### config.mk
export PLATFORM = sky130hd
export DESIGN_NAME = led_src_sched
export DESIGN_NICKNAME = d
export VERILOG_FILES = /design/src/rtl/led_src_sched.sv
export SDC_FILE = /design/constraint.sdc
export NUM_CORES = 1
export LEC_CHECK = 0
export BUFFER_PORTS_ARGS = -buffer_cell sky130_fd_sc_hd__buf_2
export CAP_MARGIN = 20
export CORE_ASPECT_RATIO = 0.5
export CORE_UTILIZATION = 40
export CTS_CLUSTER_DIAMETER = 100
export CTS_CLUSTER_SIZE = 30
export DETAILED_ROUTE_END_ITERATION = 10
export PLACE_DENSITY = 0.62
export RECOVER_POWER = 25
export REMOVE_ABC_BUFFERS = 1
export SLEW_MARGIN = 20
export SYNTH_ARGS = -nofsm -noshare
export SYNTH_HDL_FRONTEND = slang
export SYNTH_SLANG_ARGS = --single-unit
### constraint.sdc
create_clock -name clk100 -period 2.7 [get_ports clk100]
set_input_delay 0.27 -clock clk100 [delete_from_list [all_inputs] [get_ports clk100]]
set_output_delay 0.27 -clock clk100 [all_outputs]
set_load 0.02 [all_outputs]
### src/rtl/led_src_sched.sv
// LED source scheduler: picks RP0..RP2 or the block-design LED, blanking GAP cycles on every switch.
// Latency: led_o is one registered stage behind the selected source; a switch lands GAP+1 cycles after its decision.
// Backpressure: none; all inputs are sampled every cycle and edges seen during a switch are dropped.
module led_src_sched #(
    parameter int DWELL_W = 32,
    parameter int GAP     = 4,
    parameter int CNT_W   = 16
) (
    input  logic               clk100,
    input  logic               rstn,
    input  logic [2:0]         led_in,
    input  logic               bd_led,
    input  logic [2:0]         int_vec,
    input  logic [1:0]         mode,
    input  logic [1:0]         sel_cfg,
    input  logic [DWELL_W-1:0] dwell,
    input  logic               dfx_active,
    input  logic [1:0]         dfx_rp,
    output logic               led_o,
    output logic [1:0]         led_sel,
    output logic               dfx_ack,
    output logic               sw_pulse,
    output logic [CNT_W-1:0]   switch_cnt
);

    typedef enum logic {RUN, SWITCH} state_t;

    localparam logic [7:0] GAP_LAST = 8'(GAP - 1);

    state_t             st;
    logic [1:0]         target;
    logic [1:0]         rp_lat;
    logic [7:0]         gap_cnt;
    logic [DWELL_W-1:0] dwell_cnt;
    logic [2:0]         int_q;
    logic               dfx_q;

    logic [3:0]         elig;
    logic [3:0]         src_vec;
    logic [2:0]         int_rise;
    logic [DWELL_W-1:0] dwell_m1;
    logic [1:0]         tgt;
    logic [1:0]         nxt_sel;
    logic               go_switch;
    logic               gap_done;
    logic               commit;
    logic               nxt_run;

    // First eligible source after src in the ring 0,1,2,3; source 3 is always a valid fallback.
    function automatic logic [1:0] next_after(input logic [1:0] src, input logic [3:0] ok);
        logic [1:0] c;
        next_after = 2'd3;
        for (int k = 3; k >= 1; k--) begin
            c = src + 2'(k);
            if (ok[c]) next_after = c;
        end
    endfunction

    always_comb begin
        elig = 4'b1111;
        if (dfx_q) elig[rp_lat] = 1'b0;
        elig[3] = 1'b1;

        src_vec  = {bd_led, led_in};
        int_rise = int_vec & ~int_q;
        dwell_m1 = (dwell == '0) ? '0 : dwell - DWELL_W'(1);

        tgt = led_sel;
        if (!elig[led_sel]) begin
            tgt = next_after(led_sel, elig);
        end else begin
            case (mode)
                2'd0: tgt = elig[sel_cfg] ? sel_cfg : 2'd3;
                2'd1: if (dwell_cnt >= dwell_m1) tgt = next_after(led_sel, elig);
                2'd2: begin
                    if (int_rise[0] && elig[0])      tgt = 2'd0;
                    else if (int_rise[1] && elig[1]) tgt = 2'd1;
                    else if (int_rise[2] && elig[2]) tgt = 2'd2;
                end
                default: tgt = 2'd3;
            endcase
        end

        go_switch = (st == RUN) && (tgt != led_sel);
        gap_done  = (st == SWITCH) && (gap_cnt == GAP_LAST);
        commit    = gap_done && elig[target];
        nxt_sel   = commit ? target : led_sel;
        nxt_run   = ((st == RUN) && !go_switch) || commit;
    end

    always_ff @(posedge clk100 or negedge rstn) begin
        if (!rstn) begin
            st         <= RUN;
            target     <= 2'd3;
            rp_lat     <= 2'd3;
            gap_cnt    <= '0;
            dwell_cnt  <= '0;
            int_q      <= '0;
            dfx_q      <= 1'b0;
            led_o      <= 1'b0;
            led_sel    <= 2'd3;
            dfx_ack    <= 1'b0;
            sw_pulse   <= 1'b0;
            switch_cnt <= '0;
        end else begin
            int_q    <= int_vec;
            dfx_q    <= dfx_active;
            if (dfx_active && !dfx_q) rp_lat <= dfx_rp;
            sw_pulse <= commit;
            // Ack looks at the post-edge selection so it rises together with the RUN entry.
            dfx_ack  <= dfx_active && dfx_q && nxt_run && (nxt_sel != rp_lat);
            led_o    <= ((st == RUN) && !go_switch) ? src_vec[led_sel] : 1'b0;

            case (st)
                RUN: begin
                    if (go_switch) begin
                        st      <= SWITCH;
                        target  <= tgt;
                        gap_cnt <= '0;
                    end else if (dwell_cnt != '1) begin
                        dwell_cnt <= dwell_cnt + DWELL_W'(1);
                    end
                end
                default: begin
                    if (gap_done) begin
                        if (elig[target]) begin
                            led_sel    <= target;
                            st         <= RUN;
                            switch_cnt <= switch_cnt + CNT_W'(1);
                            dwell_cnt  <= '0;
                        end else begin
                            target  <= next_after(target, elig);
                            gap_cnt <= '0;
                        end
                    end else begin
                        gap_cnt <= gap_cnt + 8'd1;
                    end
                end
            endcase
        end
    end

endmodule

==> results.txt <==
M1 WL: 7.75 mm
required time worst endpoint: 2.96 ns
max_slew headroom: 16.0%
PortBufs: 68
Net Sw Frac: 37.0%
# IOs: 69
via count: 5,533
Hold Crit Class: in -> reg
DIE AREA: 0.0142 mm2
slowest stage cell, crit path: or4_4
post-detailed-route count of antenna-violating nets: 0
failing checks: setup timing
Slew @ Worst Pin: 1.26 ns
final slew viol count: 0
fraction of layout cells with a size suffix above 1: 33.6%
Reg2Reg Depth: 9
main area contributors after synthesis: dfrtp_1 29%, ha_1 8.5%, nand2_1 7.2%
nets@finish: 927
CP bufs+invs: 2
final setup fails: 45
status: finished, violations left
met2 wire len: 6.63 mm
Worst-path clk slew: 0.06 ns
Seq pwr share: 28.4%
CTS Root Cell: clkbuf_16
crit-path cells: buf_6 -> or3_4 -> or4_4 -> nor2_4 -> buf_6 -> nand2_2 -> nor3_2 -> nand3_1 -> xnor2_1 -> nand2_1 -> ha_1 -> nand4_1 -> nor4_4 -> nand2_1 -> a31oi_4 -> o22ai_4 -> and3_4 -> a211o_1 -> o32a_1
commonest non-fill, non-tap cell in the layout: buf_4
TritonCTS clock tree: done
final hold violation count: 0
accumulated negative setup slack: -48.10 ns
Die W: 167 um
# diodes: 0
critical path peak fanout: 5
DP Area: 0.00672 mm2
YS warnings: 0
Congestion Overflow GR: 0
Initial Util: 42.1%
First-pass DRT Iterations: 5
most used flip-flop cell after synthesis: dfrtp_1
Pint: 3.33 mW
Core ar.: 0.0130 mm2
final WL: 15.3 mm
RSZ-0062 raised after global routing: true
Startpoint Class: primary input
Synth Instances: 665
drt wl/cell: 15.0 um
Min Hold Slack: 0.0465 ns
Tot Pwr: 5.28 mW
leak pwr: 3.57 nW
htree depth: 3
Critical Path End Type: register
Top Layer Used: met4
HPWL Detailed: 10.6 mm
number of flops mapped to enable cells by yosys: 0
Max Buffers Root-to-Sink: 2
clock skew: 0.00844 ns
FMAX: 0.258 GHz
DRC: 0
placed insts: 985
Setup CP Type: in -> reg
critical path arrival: 4.14 ns
Max-cap violations: 0
initial antenna violation count: 0
PD cells: 684 mW/mm2
Hold Path Depth: 1
end of the worst register-to-register path: target[0]
Clock Sinks: 70
total CTS buffers: 9
Yosys reg bits: 70
fin cells: 1,017
clock share of power: 28.1%
Skew-Pair Late Insertion Delay: 0.34 ns
die height: 84.7 um
final instance area: 0.00772 mm2
routed vias/inst: 5.44
asr flop ratio synth: 100%
Net Sw Power: 1.96 mW
Final Cycle Share: 144%
routability congestion estimate: 0.881
top cell type by total area after synthesis: dfrtp_1
hold worst-path end: int_q[0]
overall routing resource usage: 21.6%
Netlist cell types: 69
Reg2Reg Setup Slack: -0.15 ns
most frequent cells in the layout: 109 x buf_4, 93 x nand2_1, 64 x dfrtp_1, 58 x nor2_1, 58 x buf_2
critical path's largest stage delay: 0.44 ns
Synth top area share: 29.3%
Comb power frac: 43.5%
min Tclk post-route: 3.88 ns
R2R Path Start: dwell_cnt[13]
first-pass GRT wire length: 24.8 mm
Post-Route Utilization: 59.4%
VDD IR max: 0.493 mV
PnR worst setup slack: -1.18 ns
Hold Crit Start: int_vec[0]
met3 wire len: 698 um
row cnt: 29
critical path's top delay family: simple AND/OR/NAND/NOR gates
pin count of the biggest net entering global routing: 57
vias in the first global route: 5,194
register area share after synthesis: 32.2%
Mapped Area: 0.00547 mm2
Iter 0 DRT Violations: 392
synthesis-to-finish area growth: 41.2%
pre-CTS WS: -1.75 ns
Mapped Avg Cell Area: 8.22 um2
sequential cells by signal, indices dropped and copies added, names as in the netlist:
| name | cells |
|---|---|
| dwell_cnt | 32 |
| switch_cnt | 16 |
| gap_cnt | 8 |
| int_q | 3 |
| led_sel | 2 |
| rp_lat | 2 |
| target | 2 |
| dfx_ack | 1 |
| dfx_q | 1 |
| led_o | 1 |
| st | 1 |
| sw_pulse | 1 |
layer usage:
metal  vias to the layer above  GRT usage [%]
met5                         -              0
met4                         0           6.34
met3                        15           3.87
met2                       161           33.2
met1                      2581           30.9
li1                       2776              -
worst register-to-register path: stages, from the launching register on:
cell and delay, ns:
dfrtp_1 0.41, ha_1 0.31, nand2_1 0.10, nor4_4 0.31, or4b_4 0.52, a31oi_4 0.24
o22ai_4 0.13, and3_4 0.22, a211o_1 0.24, o32a_1 0.29
synth_stat cells, drive strengths merged, types with 8 or more instances:
library cell  instances
nand2               105
nor2                 63
buf                  14
xor2                 23
inv                  18
a21oi                34
nor4                 14
nor3                 20
o21ai                40
nand4                15
and2                  9
xnor2                26
and3                 15
ha                   37
nand2b               12
clkbuf               13
dfrtp                64
nand3                33
o311ai                8
how the worst max path moves through the flow:
stage / startpoint / cells past startpoint / end / slack [ns]
floorplan: dwell[17] / 15 / dwell_cnt[14] / -1.83
global placement: dwell[10] / 17 / target[0] / -1.70
detailed placement: dwell[10] / 17 / target[0] / -1.75
CTS: dwell[10] / 19 / target[0] / -1.10
global route: dwell[10] / 19 / target[0] / -1.39
finish: dwell[10] / 19 / target[0] / -1.18
cell families after synthesis:
| logic type | count (synthesis) | share of synthesized area [%] |
|---|---|---|
| DFF | 70 | 32.2 |
| xor gates and xnor gates | 49 | 7.85 |
| and+or+nand+nor | 320 | 28.9 |
| adders and majority gates | 37 | 8.47 |
| muxes | 6 | 1.37 |
| AOI/OAI and AO/OA | 138 | 17.3 |
| buffers and inverters | 45 | 3.87 |
layout make-up:
type / instances / area, um2
Multi-Input combinational cell: 551 / 3910
Fill cell: 1142 / 5270
Sequential cell: 70 / 1760
Clock inverter: 6 / 133
Inverter: 18 / 70.1
Tap cell: 170 / 213
Timing Repair Buffer: 192 / 1400
Clock buffer: 10 / 239
power groups by stage:
stage | Sequential, mW | Clock (mW) | Combinational, mW
floorplan | 1.66 | 0 | 0.977
global placement | 1.51 | 0 | 1.93
detailed placement | 1.51 | 0 | 1.96
CTS | 1.49 | 1.51 | 2.02
global route | 1.54 | 1.55 | 2.54
finish | 1.50 | 1.48 | 2.30
timing repair:
| action | CTS | global route |
|---|---|---|
| hold buffers | 1 | 0 |
| setup buffers | 5 | 5 |
| resized for setup | 47 | 64 |
| endpoints found under the hold margin | 17 | 0 |
| gates cloned | 1 | 4 |
| pin swaps | 10 | 22 |
| endpoints found under the setup margin | 45 | 50 |
Note: power is estimated with default switching activity, not from simulation.
